File: src/rtl/mem_stage_responder.sv
// Multi-cycle data-memory responder for the MEM stage load/store port.
// Holds ready low while an access is in flight so the pipeline freezes,
// then returns load data through a registered output.
//
// Handshake: the initiator raises MEM_R_EN and/or MEM_W_EN and holds them
// stable with address/dataIn until it sees ready=1. ready=1 in IDLE with
// no request means "nothing pending". ready=1 in DONE means "this request
// completes on this edge". The request is captured once, in IDLE. Inputs
// are ignored during ACCESS and DONE.
module mem_stage_responder #(
  parameter int WORD_LEN  = 32,
  parameter int DEPTH     = 64,
  parameter int ADDR_BASE = 1024,
  parameter int LATENCY   = 3
) (
  input  logic                clk,
  input  logic                rst,
  input  logic                MEM_R_EN,
  input  logic                MEM_W_EN,
  input  logic [WORD_LEN-1:0] address,
  input  logic [WORD_LEN-1:0] dataIn,
  output logic [WORD_LEN-1:0] dataOut,
  output logic                ready,
  output logic                addr_err,
  output logic [1:0]          state_dbg
);

  localparam int IDX_W = (DEPTH > 1) ? $clog2(DEPTH) : 1;
  localparam int CNT_W = (LATENCY > 1) ? $clog2(LATENCY) : 1;

  typedef enum logic [1:0] {
    S_IDLE   = 2'd0,
    S_ACCESS = 2'd1,
    S_DONE   = 2'd2
  } state_t;

  state_t              state_q, state_d;
  logic [CNT_W-1:0]    cnt_q, cnt_d;
  logic [WORD_LEN-1:0] addr_q, addr_d;
  logic [WORD_LEN-1:0] data_q, data_d;
  logic                wr_q, wr_d;
  logic [WORD_LEN-1:0] dout_q, dout_d;
  logic                err_q, err_d;
  logic [WORD_LEN-1:0] mem_q [DEPTH];
  logic [WORD_LEN-1:0] mem_d [DEPTH];

  logic                req;
  logic [WORD_LEN-1:0] idx_full;
  logic [IDX_W-1:0]    idx;
  logic                acc_err;

  // Decode the latched byte address into a word index and an error flag.
  // The subtraction wraps for addresses below the base. That case is flagged
  // separately, so the wrapped index is never used.
  always_comb begin
    req      = MEM_R_EN | MEM_W_EN;
    idx_full = (addr_q - WORD_LEN'(ADDR_BASE)) >> 2;
    idx      = idx_full[IDX_W-1:0];
    acc_err  = (addr_q[1:0] != 2'b00) ||
               (addr_q < WORD_LEN'(ADDR_BASE)) ||
               (idx_full >= WORD_LEN'(DEPTH));
  end

  // Next-state, datapath and ready logic for the IDLE/ACCESS/DONE sequence.
  always_comb begin
    state_d = state_q;
    cnt_d   = cnt_q;
    addr_d  = addr_q;
    data_d  = data_q;
    wr_d    = wr_q;
    dout_d  = dout_q;
    err_d   = 1'b0;
    mem_d   = mem_q;
    ready   = 1'b0;
    case (state_q)
      S_IDLE: begin
        ready = ~req;
        if (req) begin
          addr_d  = address;
          data_d  = dataIn;
          wr_d    = MEM_W_EN;
          cnt_d   = CNT_W'(LATENCY - 1);
          state_d = S_ACCESS;
        end
      end
      S_ACCESS: begin
        if (cnt_q != '0) begin
          cnt_d = cnt_q - CNT_W'(1);
        end else begin
          state_d = S_DONE;
          err_d   = acc_err;
          if (wr_q) begin
            if (!acc_err) mem_d[idx] = data_q;
          end else begin
            dout_d = acc_err ? '0 : mem_q[idx];
          end
        end
      end
      S_DONE: begin
        ready   = 1'b1;
        state_d = S_IDLE;
      end
      default: begin
        state_d = S_IDLE;
      end
    endcase
  end

  // State, latched request and storage registers. Reset clears everything
  // and aborts any in-flight access.
  always_ff @(posedge clk) begin
    if (rst) begin
      state_q <= S_IDLE;
      cnt_q   <= '0;
      addr_q  <= '0;
      data_q  <= '0;
      wr_q    <= 1'b0;
      dout_q  <= '0;
      err_q   <= 1'b0;
      for (int i = 0; i < DEPTH; i++) mem_q[i] <= '0;
    end else begin
      state_q <= state_d;
      cnt_q   <= cnt_d;
      addr_q  <= addr_d;
      data_q  <= data_d;
      wr_q    <= wr_d;
      dout_q  <= dout_d;
      err_q   <= err_d;
      mem_q   <= mem_d;
    end
  end

  assign dataOut   = dout_q;
  assign addr_err  = err_q;
  assign state_dbg = state_q;

endmodule
File: config.mk
export PLATFORM = sky130hd
export DESIGN_NAME = mem_stage_responder
export DESIGN_NICKNAME = d
export VERILOG_FILES = /design/src/rtl/mem_stage_responder.sv
export SDC_FILE = /design/constraint.sdc
export NUM_CORES = 2
export LEC_CHECK = 0
export CAP_MARGIN = 20
export CORE_UTILIZATION = 35
export CTS_CLUSTER_DIAMETER = 50
export CTS_CLUSTER_SIZE = 12
export DETAILED_ROUTE_END_ITERATION = 10
export GPL_TIMING_DRIVEN = 1
export PLACE_DENSITY = 0.54
export SYNTH_ARGS = -nofsm -noshare
export SYNTH_HDL_FRONTEND = slang
export SYNTH_SLANG_ARGS = --single-unit
File: constraint.sdc
create_clock -name clk -period 2.91 [get_ports clk]
set_input_delay 0.4365 -clock clk [delete_from_list [all_inputs] [get_ports clk]]
set_output_delay 0.4365 -clock clk [all_outputs]
set_load 0.02 [all_outputs]
# Yosys cells after proc, flatten, opt, wreduce, memory -nomap -nowiden
# Cells that the tools add are included.
# op_classes
add_sub_neg	2
multipliers	0
div_mod_pow	0
magnitude_cmp	4
eq_ne	5
n_shift	0
n_mux	14
bitwise	7
n_reduce_logical	13
# op_table
op	n
$bwmux W2048	1
$bmux W32 S6	1
$demux W32 S6	1
$mux W32	4
$lt A32 B11 Y1 const B	1
$sub A32 B11 Y32 const B	1
$ge A30 B7 Y1 const B	1
$mux W2	4
$pmux W2 S2	2
$ge A7 B7 Y1 const B	1
$lt A7 B1 Y1 const B	1
$not A6 Y7	1
$ne A2 B2 Y1 const B	3
$reduce_and A3 Y1	2
$reduce_bool A2 Y1	3
$not A1 Y1	5
$reduce_and A2 Y1	2
$reduce_and A4 Y1	1
$reduce_or A3 Y1	1
$eq A2 B1 Y1 const B	1
$eq A2 B2 Y1 const B	1
$logic_not A2 Y1	1
$logic_or A1 B1 Y1	2
$pmux W1 S2	1
other kinds (3)	3
# totals
reg_bits	2150
latch_bits	0
mem_bits_rw	0
romBits	0
input_bits	68
output_inout_bits	36
elab_cells	116
mem_count	0

# Longest topological paths before layout
# logic_depth
word_depth	7
ltp_mapped	11
mapped_depth_nobuf	7

# Worst setup path after synthesis
# No wires, ideal clock.
# synth_timing
kind	register -> register
start	register addr_q[11]
end	register mem_q[1621] (netlist bit)
setup_time_ps	70
arrival_ps	2199
t_required_ps	2840
slack_ps	640
path_stages_with_launch	9
path_buffers	2
period_less_slack_ps	2270
cell_sequence	dfxtp_1 -> nor4_2 -> nand3b_1 -> mux2i_4 -> buf_2 -> nor4_4 -> clkbuf_1 -> nand2_1 -> a21oi_1
# synth_between
elab_chain_cells	5
word_cells_on_any_way	7
cone_classes	1 x add/sub; 2 x order compare; 1 x bitwise; 3 x reduce/logical
# synth_rtl
element	line	text
start: declaration	39	logic [WORD_LEN-1:0] addr_q, addr_d;
start signal: assignment	124	addr_q <= addr_d;
$sub A32 B11 Y32 / $lt A32 B11 Y1 (equally long branches)	57, 60	
$ge A30 B7 Y1 / $logic_or A1 B1 Y1 (equally long branches)	61, 59	
$logic_or A1 B1 Y1 (*)	60	(addr_q < WORD_LEN'(ADDR_BASE)) ||
$not A1 Y1 (no line) (*)	n/a	
$reduce_and A4 Y1 (no line) (*)	n/a	
end signal: assignment	129	mem_q <= mem_d;
end: declaration	44	logic [WORD_LEN-1:0] mem_q [DEPTH];
# Mark *: on every way between the ends. The rest lies on a longest branch, timed or not.
# A chain may end at the register's enable or synchronous reset.

# Final worst setup path
# layout_timing
start	register addr_q[3]
end	register dout_q[2] (netlist: dataOut[2])
# layout_between
elab_chain_cells	6
word_cells_on_any_way	10
cone_classes	1 x add/sub; 2 x order compare; 4 x mux; 1 x bitwise; 2 x reduce/logical
# layout_rtl
element	line	text
branches (longest 5 deep; another with $sub A32 B11 Y32)	n/a	
$mux W32 (*)	95	dout_d = acc_err ? '0 : mem_q[idx];
end signal: assignment	127	dout_q <= dout_d;
end: declaration	42	logic [WORD_LEN-1:0] dout_q, dout_d;
# Every way passes the cells marked *. The select of a mux whose other input is x is not followed.

==> out/results.txt <==
DRT iter0 DRCs: 12.0k
number of iterations in the first detailed-routing pass: 7
Reg2Reg Depth: 9
Final #Nets: 11.6k
Final Core Density: 0.422
dpl hpwl: 271 mm
Vias/cell: 5.91
Power Density: 637 mW/mm2
Syn-to-layout area delta: 19.7%
Chip Height: 516 um
Placed Cells incl. Taps: 14.8k
Worst-Margin Slew: 1.53 ns
fin cells: 15.3k
hold path start: dataIn[18]
worst-path fanout max: 11
Final TNS setup: -0.404 ns
clk root buf: clkbuf_16
post-synth net total: 11.7k
synth top area cells: dfxtp_1 47%, nand2_1 18%, a21oi_1 12%, mux4_2 4.4%, clkbuf_1 2.8%
M1 GR Usage: 0.412
final worst setup slack: -0.128 ns
#FFs+latches synth: 2,150
Worst-Skew Late Latency: 0.93 ns
post-route ant nets: 0
drt wl/cell: 28.8 um
first-pass GRT wire length: 617 mm
Static Leak: 0.0361 uW
Setup CP Type: register to register
die width: 516 um
Post-synth EDFFs: 0
failing checks: slew limit, setup timing
Final Hold Fails: 0
layout cells sized above 1: 0.148
RR Endpoint: dataOut[2]$_SDFFE_PP0P_
Slew Limit Fails: 55
CTS Buf Count: 240
Critical Path Start Type: register
required time of the critical path: 3.74 ns
Initial Util: 0.352
synth warn: 0
IO Pins: 104
Max VDD drop: 0.000673 V
Bufs on Longest Clock Path: 3
Die ar.: 0.266 mm2
arrival time at the worst endpoint: 3.87 ns
grt ovf: 0
largest net degree at the start of global routing: 251
Final setup viols: 9
clk sink count: 2,150
Post-Route WL: 439 mm
number of buffers added on ports: 103
register area: 0.0431 mm2
overall power: 70,500 uW
most used routing layer: met2
core area: 0.263 mm2
most frequent cells in the layout: 4,353 x nand2_1, 2,181 x a21oi_1, 2,115 x dfxtp_1, 511 x buf_4, 263 x o22ai_1
Synth Area per Inst: 7.96 um2
top-area cell type share of the netlist area: 0.465
Setup crit end kind: register
initial antenna violation count: 35
worst min path class: primary input to register
most common cell after layout, fill and taps aside: nand2_1
synth unique cells: 78
fin crit share: 1.04
DR vias: 90.2k
met3 usage: 0.0708
Synth Flop Type: dfxtp_1
Hold Path Sink: data_q[18]$_SDFFE_PP0P_
cell taking the most area after synthesis: dfxtp_1
max-cap violation count: 0
Reg2Reg Launch Point: addr_q[3]$_SDFFE_PP0P_
number of remaining DRC errors: 0
RSZ-0062 raised after global routing: yes
reg2reg setup slack: -0.13 ns
CTS tree: built
status: complete, but fails checks
CTS H-tree lvls: 4
gr usage total: 0.318
sequential element share of the synthesized area: 0.465
Mapped Area: 0.0925 mm2
fraction of registers with async set/reset: 0
Rows: 188
met2 usage: 0.477
hold path depth: 3
Fmax: 329 MHz
Reg clk slew, reported paths: 0.06 ns
Post-Synthesis Cells: 11.6k
Final Critical Period: 3.04 ns
vias in the first global route: 84.2k
fill count: 25.6k
GPL Wtd Cong: 1.01
area of the multi-input gates: 0.0446 mm2
Max-slew headroom: -0.0218
clk_skew: 0.0621 ns
[through the flow]
stage               hold WS (ns)  instance area [um2]  worst slack (ns)
floorplan                  0.426                92500             0.640
global placement           0.433               102000            -0.507
CTS                       0.0166               110000           -0.0326
finish                    0.0464               111000            -0.128
detailed placement         0.439               102000            -0.500
global route              0.0275               111000            -0.121
[critical path, cell delays in order (launching register included)]
cell and delay, ns:
dfxtp_4 0.37, buf_12 0.16, or2b_4 0.25, buf_12 0.17
buf_8 0.15, o221ai_1 0.13, a222oi_1 0.83, o22ai_1 0.27
or3_4 0.42, o31ai_4 0.17
[what timing repair did]
| action | CTS | global route |
|---|---|---|
| resized for setup | 35 | 47 |
| endpoints found under the setup margin | 276 | 535 |
| buffers inserted | 11 | 10 |
| gates cloned | 2 | 3 |
| hold buffers | 1 | 0 |
| hold endpoints to repair | 21 | 0 |
| pin swaps | 5 | 11 |
[power by group]
part | total (uW) | internal [uW] | switching, uW
Combinational | 9440 | 2980 | 6460
Sequential | 30000 | 29500 | 508
Clock | 31000 | 17600 | 13400
[kinds of logic (layout without fill, tap and decap cells)]
family	count (synthesis)	in the layout	share of synthesized area
AO/OA/AOI/OAI	2969	2969	0.181
XOR/XNOR	1	1	0.0000947
adder cells (fa/ha/maj)	1	1	0.000135
buffers and inverters	1191	1309	0.0566
flip-flops	2150	2150	0.465
multiplexers	528	528	0.0843
other	0	11	0
AND/OR/NAND/NOR	4773	4773	0.212
[sequential cells by signal, summed over array words and instances, names as in the netlist]
register,count
data_q,32
wr_q,1
state_dbg,2
cnt_q,2
mem_q,2048
addr_err,1
addr_q,32
dataOut,32
[metal layers]
| metal | vias to the layer above | share of wire |
|---|---|---|
| li1 | 39300 | - |
| met1 | 44200 | 0.39 |
| met2 | 5519 | 0.43 |
| met3 | 1189 | 0.11 |
| met4 | 26 | 0.071 |
| met5 | - | 0.00038 |
[cell usage after synthesis, drive strengths merged (6+ instances only)]
master   count
o22a        12
o21ai       79
or2          8
a222oi      24
nor3        25
o221ai     147
nor4        74
dfxtp     2150
mux4       181
o32ai       11
and2        16
mux2i      160
a2bb2oi     18
a2111oi      8
nor2b       15
inv         11
nand3b       6
a22oi       55
or4          7
nand2     4357
nor2       123
o22ai      268
o31ai       23
nand2b      10
and3        12
clkbuf     685
a21oi     2186
a221o       10
buf        495
a211oi      21
or3          9
and3b        6
nand4       68
a22o        19
nand3       22
a221oi      36
o211ai       8
mux2       187
[cell type report]
class                           instances  area share
Tap cell                             3515      0.0397
Multi-Input combinational cell       8272       0.403
Clock buffer                          306      0.0600
Sequential cell                      2150       0.390
Timing Repair Buffer                  896      0.0946
Clock inverter                         96      0.0117
Inverter                               11    0.000531
Antenna cell                           11    0.000249
[worst max-delay path by stage]
stage	from	endpoint	slack (ns)
final	addr_q[3]$_SDFFE_PP0P_	dataOut[2]$_SDFFE_PP0P_	-0.13
after global routing	addr_q[4]$_SDFFE_PP0P_	dataOut[27]$_SDFFE_PP0P_	-0.12
after CTS	addr_q[4]$_SDFFE_PP0P_	dataOut[2]$_SDFFE_PP0P_	-0.03
after detailed placement	addr_q[4]$_SDFFE_PP0P_	dataOut[14]$_SDFFE_PP0P_	-0.50
after global placement	addr_q[3]$_SDFFE_PP0P_	dataOut[14]$_SDFFE_PP0P_	-0.51
after floorplan	addr_q[11]$_SDFFE_PP0P_	mem_q[1621]$_SDFFE_PP0P_	0.64
(Power assumes the default switching activity.)
